## config.mk

```make
export PLATFORM = sky130hd
export DESIGN_NAME = multi_port_mem_arbiter
export DESIGN_NICKNAME = d
export VERILOG_FILES = /design/src/rtl/multi_port_mem_arbiter.sv
export SDC_FILE = /design/constraint.sdc
export NUM_CORES = 1
export LEC_CHECK = 0
export BUFFER_PORTS_ARGS = -buffer_cell sky130_fd_sc_hd__buf_2
export CAP_MARGIN = 40
export CORE_MARGIN = 4
export CORE_UTILIZATION = 27
export CTS_CLUSTER_SIZE = 40
export DETAILED_ROUTE_END_ITERATION = 6
export PLACE_DENSITY = 0.8
export SYNTH_ARGS = -nofsm -noshare
export SYNTH_HDL_FRONTEND = slang
export SYNTH_SLANG_ARGS = --single-unit
```

## constraint.sdc

```tcl
create_clock -name clk -period 1.3 [get_ports clk]
set_input_delay 0 -clock clk [delete_from_list [all_inputs] [get_ports clk]]
set_output_delay 0 -clock clk [all_outputs]
set_load 0.02 [all_outputs]
```

## src/rtl/multi_port_mem_arbiter.sv

```systemverilog
`timescale 1ns/1ps
// multi_port_mem_arbiter
//
// Merges NUM_MASTERS independent bus masters (instruction prefetch, data
// load/store, DMA, debug, ...) onto one shared memory/IO port. Arbitration
// is fixed priority (master 0 highest) or round-robin, chosen by ROUND_ROBIN.
// A master holding m_lock through its ack keeps the bus (LOCKED) so atomic
// sequences are not interleaved with other masters.
//
// Ports:
//   clk, reset          clock, asynchronous active-high reset
//   m_addr/m_data_out/m_access/m_wr_en/m_bytesel/m_io/m_lock
//                       packed per-master request buses, master i at slice i
//   m_ack               per-master acknowledge (combinational from q_m_ack)
//   m_data_in           read data, broadcast to every master
//   q_m_*, q_io         shared memory port
//   grant, grant_valid  current owner index and its qualifier, for trace
module multi_port_mem_arbiter #(
  parameter int NUM_MASTERS = 2,
  parameter int ADDR_WIDTH  = 19,
  parameter int DATA_WIDTH  = 16,
  parameter int ROUND_ROBIN = 0,
  localparam int BS = DATA_WIDTH / 8,
  localparam int GW = $clog2(NUM_MASTERS)
) (
  input  logic                          clk,
  input  logic                          reset,
  input  logic [NUM_MASTERS*ADDR_WIDTH-1:0] m_addr,
  input  logic [NUM_MASTERS*DATA_WIDTH-1:0] m_data_out,
  output logic [DATA_WIDTH-1:0]         m_data_in,
  input  logic [NUM_MASTERS-1:0]        m_access,
  output logic [NUM_MASTERS-1:0]        m_ack,
  input  logic [NUM_MASTERS-1:0]        m_wr_en,
  input  logic [NUM_MASTERS*BS-1:0]     m_bytesel,
  input  logic [NUM_MASTERS-1:0]        m_io,
  input  logic [NUM_MASTERS-1:0]        m_lock,
  output logic [ADDR_WIDTH:1]           q_m_addr,
  output logic [DATA_WIDTH-1:0]         q_m_data_out,
  input  logic [DATA_WIDTH-1:0]         q_m_data_in,
  output logic                          q_m_access,
  input  logic                          q_m_ack,
  output logic                          q_m_wr_en,
  output logic [BS-1:0]                 q_m_bytesel,
  output logic                          q_io,
  output logic [GW-1:0]                 grant,
  output logic                          grant_valid
);

  if (NUM_MASTERS < 2 || NUM_MASTERS > 8) begin : g_bad_num_masters
    $error("multi_port_mem_arbiter: NUM_MASTERS must be in 2..8");
  end
  if (DATA_WIDTH % 8 != 0) begin : g_bad_data_width
    $error("multi_port_mem_arbiter: DATA_WIDTH must be a multiple of 8");
  end

  typedef enum logic [1:0] {S_IDLE, S_BUSY, S_LOCKED} state_e;

  state_e          state_q, state_d;
  logic [GW-1:0]   grant_q, grant_d;
  logic [GW-1:0]   rr_ptr_q, rr_ptr_d;
  logic [GW-1:0]   winner;
  logic [GW-1:0]   search_start;
  logic [GW-1:0]   grant_next;
  logic            found;
  logic            busy;

  logic [ADDR_WIDTH-1:0] addr_a  [NUM_MASTERS];
  logic [DATA_WIDTH-1:0] wdata_a [NUM_MASTERS];
  logic [BS-1:0]         bsel_a  [NUM_MASTERS];

  always_comb begin
    for (int i = 0; i < NUM_MASTERS; i++) begin
      addr_a[i]  = m_addr[i*ADDR_WIDTH +: ADDR_WIDTH];
      wdata_a[i] = m_data_out[i*DATA_WIDTH +: DATA_WIDTH];
      bsel_a[i]  = m_bytesel[i*BS +: BS];
    end
  end

  // Fixed priority is a round-robin search that always starts at master 0.
  assign search_start = (ROUND_ROBIN != 0) ? rr_ptr_q : '0;

  always_comb begin
    logic [GW:0]   idx_w;
    logic [GW-1:0] cand;
    winner = '0;
    found  = 1'b0;
    for (int k = 0; k < NUM_MASTERS; k++) begin
      idx_w = {1'b0, search_start} + (GW+1)'(k);
      if (idx_w >= (GW+1)'(NUM_MASTERS)) begin
        idx_w = idx_w - (GW+1)'(NUM_MASTERS);
      end
      cand = idx_w[GW-1:0];
      if (!found && m_access[cand]) begin
        found  = 1'b1;
        winner = cand;
      end
    end
  end

  assign grant_next = (grant_q == GW'(NUM_MASTERS - 1)) ? '0 : grant_q + GW'(1);

  always_comb begin
    state_d  = state_q;
    grant_d  = grant_q;
    rr_ptr_d = rr_ptr_q;
    case (state_q)
      S_IDLE: begin
        if (found) begin
          state_d = S_BUSY;
          grant_d = winner;
        end
      end
      S_BUSY: begin
        // Owner withdrew before the slave answered: abandon, fairness untouched.
        if (!m_access[grant_q]) begin
          state_d = S_IDLE;
        end else if (q_m_ack) begin
          state_d = m_lock[grant_q] ? S_LOCKED : S_IDLE;
          if (ROUND_ROBIN != 0) begin
            rr_ptr_d = grant_next;
          end
        end
      end
      S_LOCKED: begin
        if (m_access[grant_q]) begin
          state_d = S_BUSY;
        end else if (!m_lock[grant_q]) begin
          state_d = S_IDLE;
        end
      end
      default: state_d = S_IDLE;
    endcase
  end

  always_ff @(posedge clk or posedge reset) begin
    if (reset) begin
      state_q  <= S_IDLE;
      grant_q  <= '0;
      rr_ptr_q <= '0;
    end else begin
      state_q  <= state_d;
      grant_q  <= grant_d;
      rr_ptr_q <= rr_ptr_d;
    end
  end

  // Shared-port drive comes straight from the state flop, so an asynchronous
  // reset drops the request and blocks any coincident ack immediately.
  assign busy = (state_q == S_BUSY);

  always_comb begin
    m_ack = '0;
    if (busy) begin
      m_ack[grant_q] = q_m_ack;
    end
  end

  assign q_m_access   = busy & m_access[grant_q];
  assign q_m_wr_en    = busy & m_wr_en[grant_q];
  assign q_io         = busy & m_io[grant_q];
  assign q_m_addr     = busy ? addr_a[grant_q]  : '0;
  assign q_m_data_out = busy ? wdata_a[grant_q] : '0;
  assign q_m_bytesel  = busy ? bsel_a[grant_q]  : '0;
  assign m_data_in    = q_m_data_in;
  assign grant        = grant_q;
  assign grant_valid  = (state_q != S_IDLE);

endmodule

```

==> metrics.cfg <==
[yosys]
yosysSeqAreaShare_pct=8.04
synth_fp_nets=226
ys.warnings.count=0
synth_area_per_cell_sq_um=7.47
synthTopCellsByArea=mux2i_1 43%, nor2_1 17%, buf_4 14%
synthCells=125
yosysTopAreaCell=mux2i_1
postSynthRegisterBits=3
synth_top_area_share_pct=42.9
synth_cell_type_count=18
syn_area_sq_um=933

[grt]
grt_start_max_net_pins=23
grt_pass1_wl_um=5060
grt_usage_pct=14.5
antenna_found_initial=0
grt_overflow=0
grt_pass1_vias=1194

[power]
finalPower_mw=4.27
power_density_mw_per_mm2=2390
ir_drop_mv=1.14
leakagePower_nw=1.05

[layout]
final_common_cell=buf_2
n_fill_cell=338
drive_above_1_share_pct=63.6
area_growth_pct=91.7
final_cell_mix=101 x buf_2, 40 x nor2_1, 37 x mux2i_1
diodes=0
multi_input_area_sq_um=689
final-seq-area_sq_um=78.8
nets=349
layout.cells.non_filler=293

[cts]
cts_inserted_buffers=3
cts_sinks=3
clockRootBuffer=clkbuf_4
worstSkewPairLatency_ns=0.24
clkTransAtPathRegs_ns=0.03
htree_levels=1
cts_tree=yes
cts_buffer_depth=2

[sta]
fmax_mhz=744
period_share_pct=103
clock_skew_ns=0.00558
period_needed_ns=1.34
finalSetupViolCount=19
finalHoldViolCount=0
fin_ws_ns=-0.0449
slew_violations=0
rsz0062_at_grt=true
worstMarginPinSlew_ns=0.190
holdWs_ns=0.00000742
max_slew_margin_pct=87.1

[min_path]
hold_depth=0
holdCritPathClass=input port to primary output

[die]
die_area_sq_mm=0.00446
rows=21
start_util_pct=28.0
io_pins=161
die_w_um=66.8
die_h_um=66.8
core-area_sq_mm=0.00334

[critical_path]
path_class=flop to primary output
rr_worst_depth=5
cp-end-kind=primary output
critPathArrivalTime_ns=1.34
critical_path.slowest_cell=dfrtp_2
cp_common_cell=buf_4
required_ns=1.30
cpPeakStageDelay_ns=0.44
start_kind=flop
cp_max_fo=6
cp_cell_sequence=buf_4 > buf_12 > mux2i_2 > nor2_2 > buf_4

[run_status]
status=finished with violations
failed_checks=setup timing

[route]
viasPerCell=4.49
wl_um=3700
vias=1316
drcViolationCount=0
wl_per_cell_um=12.6
ant_nets=0
drtIter0Drc=37
first_pass_iters=4

[place]
place_congestion=0.729
io_buffers=128
place_inst=278
place_hpwl_um=2760

[flow_run]
maxCapViolations=0

-- kinds of logic (layout without fill, tap and decap cells) --
family	after synthesis	after routing	synth area share, %
buf+inv	27	149	21.4
mux	41	41	45.3
compound gates	7	7	5.23
flops	3	3	8.04
simple gates	47	47	20.0
-- layer usage --
layer / wire length, um / vias up / track usage (%)
li1: - / 651 / -
met1: 1210 / 591 / 14.0
met2: 2010 / 68 / 29.5
met3: 427 / 6 / 2.19
met4: 46 / 0 / 6.09
met5: 0 / - / 0
-- state kept, by name (all words and copies together), names as in the netlist --
register	count
state_q	2
grant	1
-- synth_stat cells --
cell,count
and3_1,1
nand2_1,1
buf_6,4
nor2_1,42
o21ai_0,1
o21ai_1,1
dfrtp_1,3
mux2i_1,40
mux2i_4,1
a21oi_1,2
buf_4,17
a21oi_2,1
nand2b_1,2
o21a_1,1
nor2b_1,1
buf_2,4
inv_1,2
a211oi_2,1
-- per-stage QoR --
| stage | instance area, sq um | setup TNS, ns | setup WS [ns] | utilization, % |
|---|---|---|---|---|
| global placement | 1500 | 0 | 0.230 | 44.8 |
| CTS | 1640 | -0.378 | -0.0406 | 49.0 |
| global route | 1790 | -2.05 | -0.107 | 53.6 |
| detailed placement | 1500 | 0 | 0.188 | 44.8 |
| floorplan | 933 | 0 | 0.100 | - |
| finish | 1790 | -0.342 | -0.0449 | 53.6 |
-- what timing repair did --
item                                    in CTS  in global routing
buffers inserted                             2                  4
hold endpoints to repair                     4                  0
gates cloned                                 1                  2
pin swaps                                    0                  2
hold buffers                                 2                  0
resized for setup                           16                 25
endpoints found under the setup margin      34                 43
-- power by group --
group | total, mW | switching (mW) | internal (mW)
logic | 3.89 | 2.00 | 1.89
clock network | 0.167 | 0.0515 | 0.115
registers | 0.219 | 0.0743 | 0.145
total | 4.27 | 2.13 | 2.15
-- final cells by class --
class | count | area share [%]
tap | 46 | 3.22
clock buffer | 4 | 1.47
sequential | 3 | 4.41
inverter | 2 | 0.420
timing repair buffer | 143 | 52.0
multi-input combinational | 95 | 38.5
-- worst max-delay path, delay by kind of cell, from the launching register on --
kind                   cells  cell delay (ns)
flip-flops                 1             0.44
multiplexers               1             0.18
AND/OR/NAND/NOR            1             0.05
buffers and inverters      3             0.44
-- worst paths after layout --
check,from,endpoint,slack [ns]
min in group asynchronous,reset,state_q[1]$_DFFE_PP0P_,0.18
max in group asynchronous,reset,grant$_DFFE_PP0P_,0.97
setup reg to reg,grant$_DFFE_PP0P_,state_q[1]$_DFFE_PP0P_,0.05
setup / recovery,grant$_DFFE_PP0P_,q_m_data_out[7],-0.04
hold reg to reg,state_q[0]$_DFFE_PP0P_,state_q[0]$_DFFE_PP0P_,0.62
hold / removal,q_m_data_in[5],m_data_in[5],0.000007
Power figures use the tool's default switching activity.
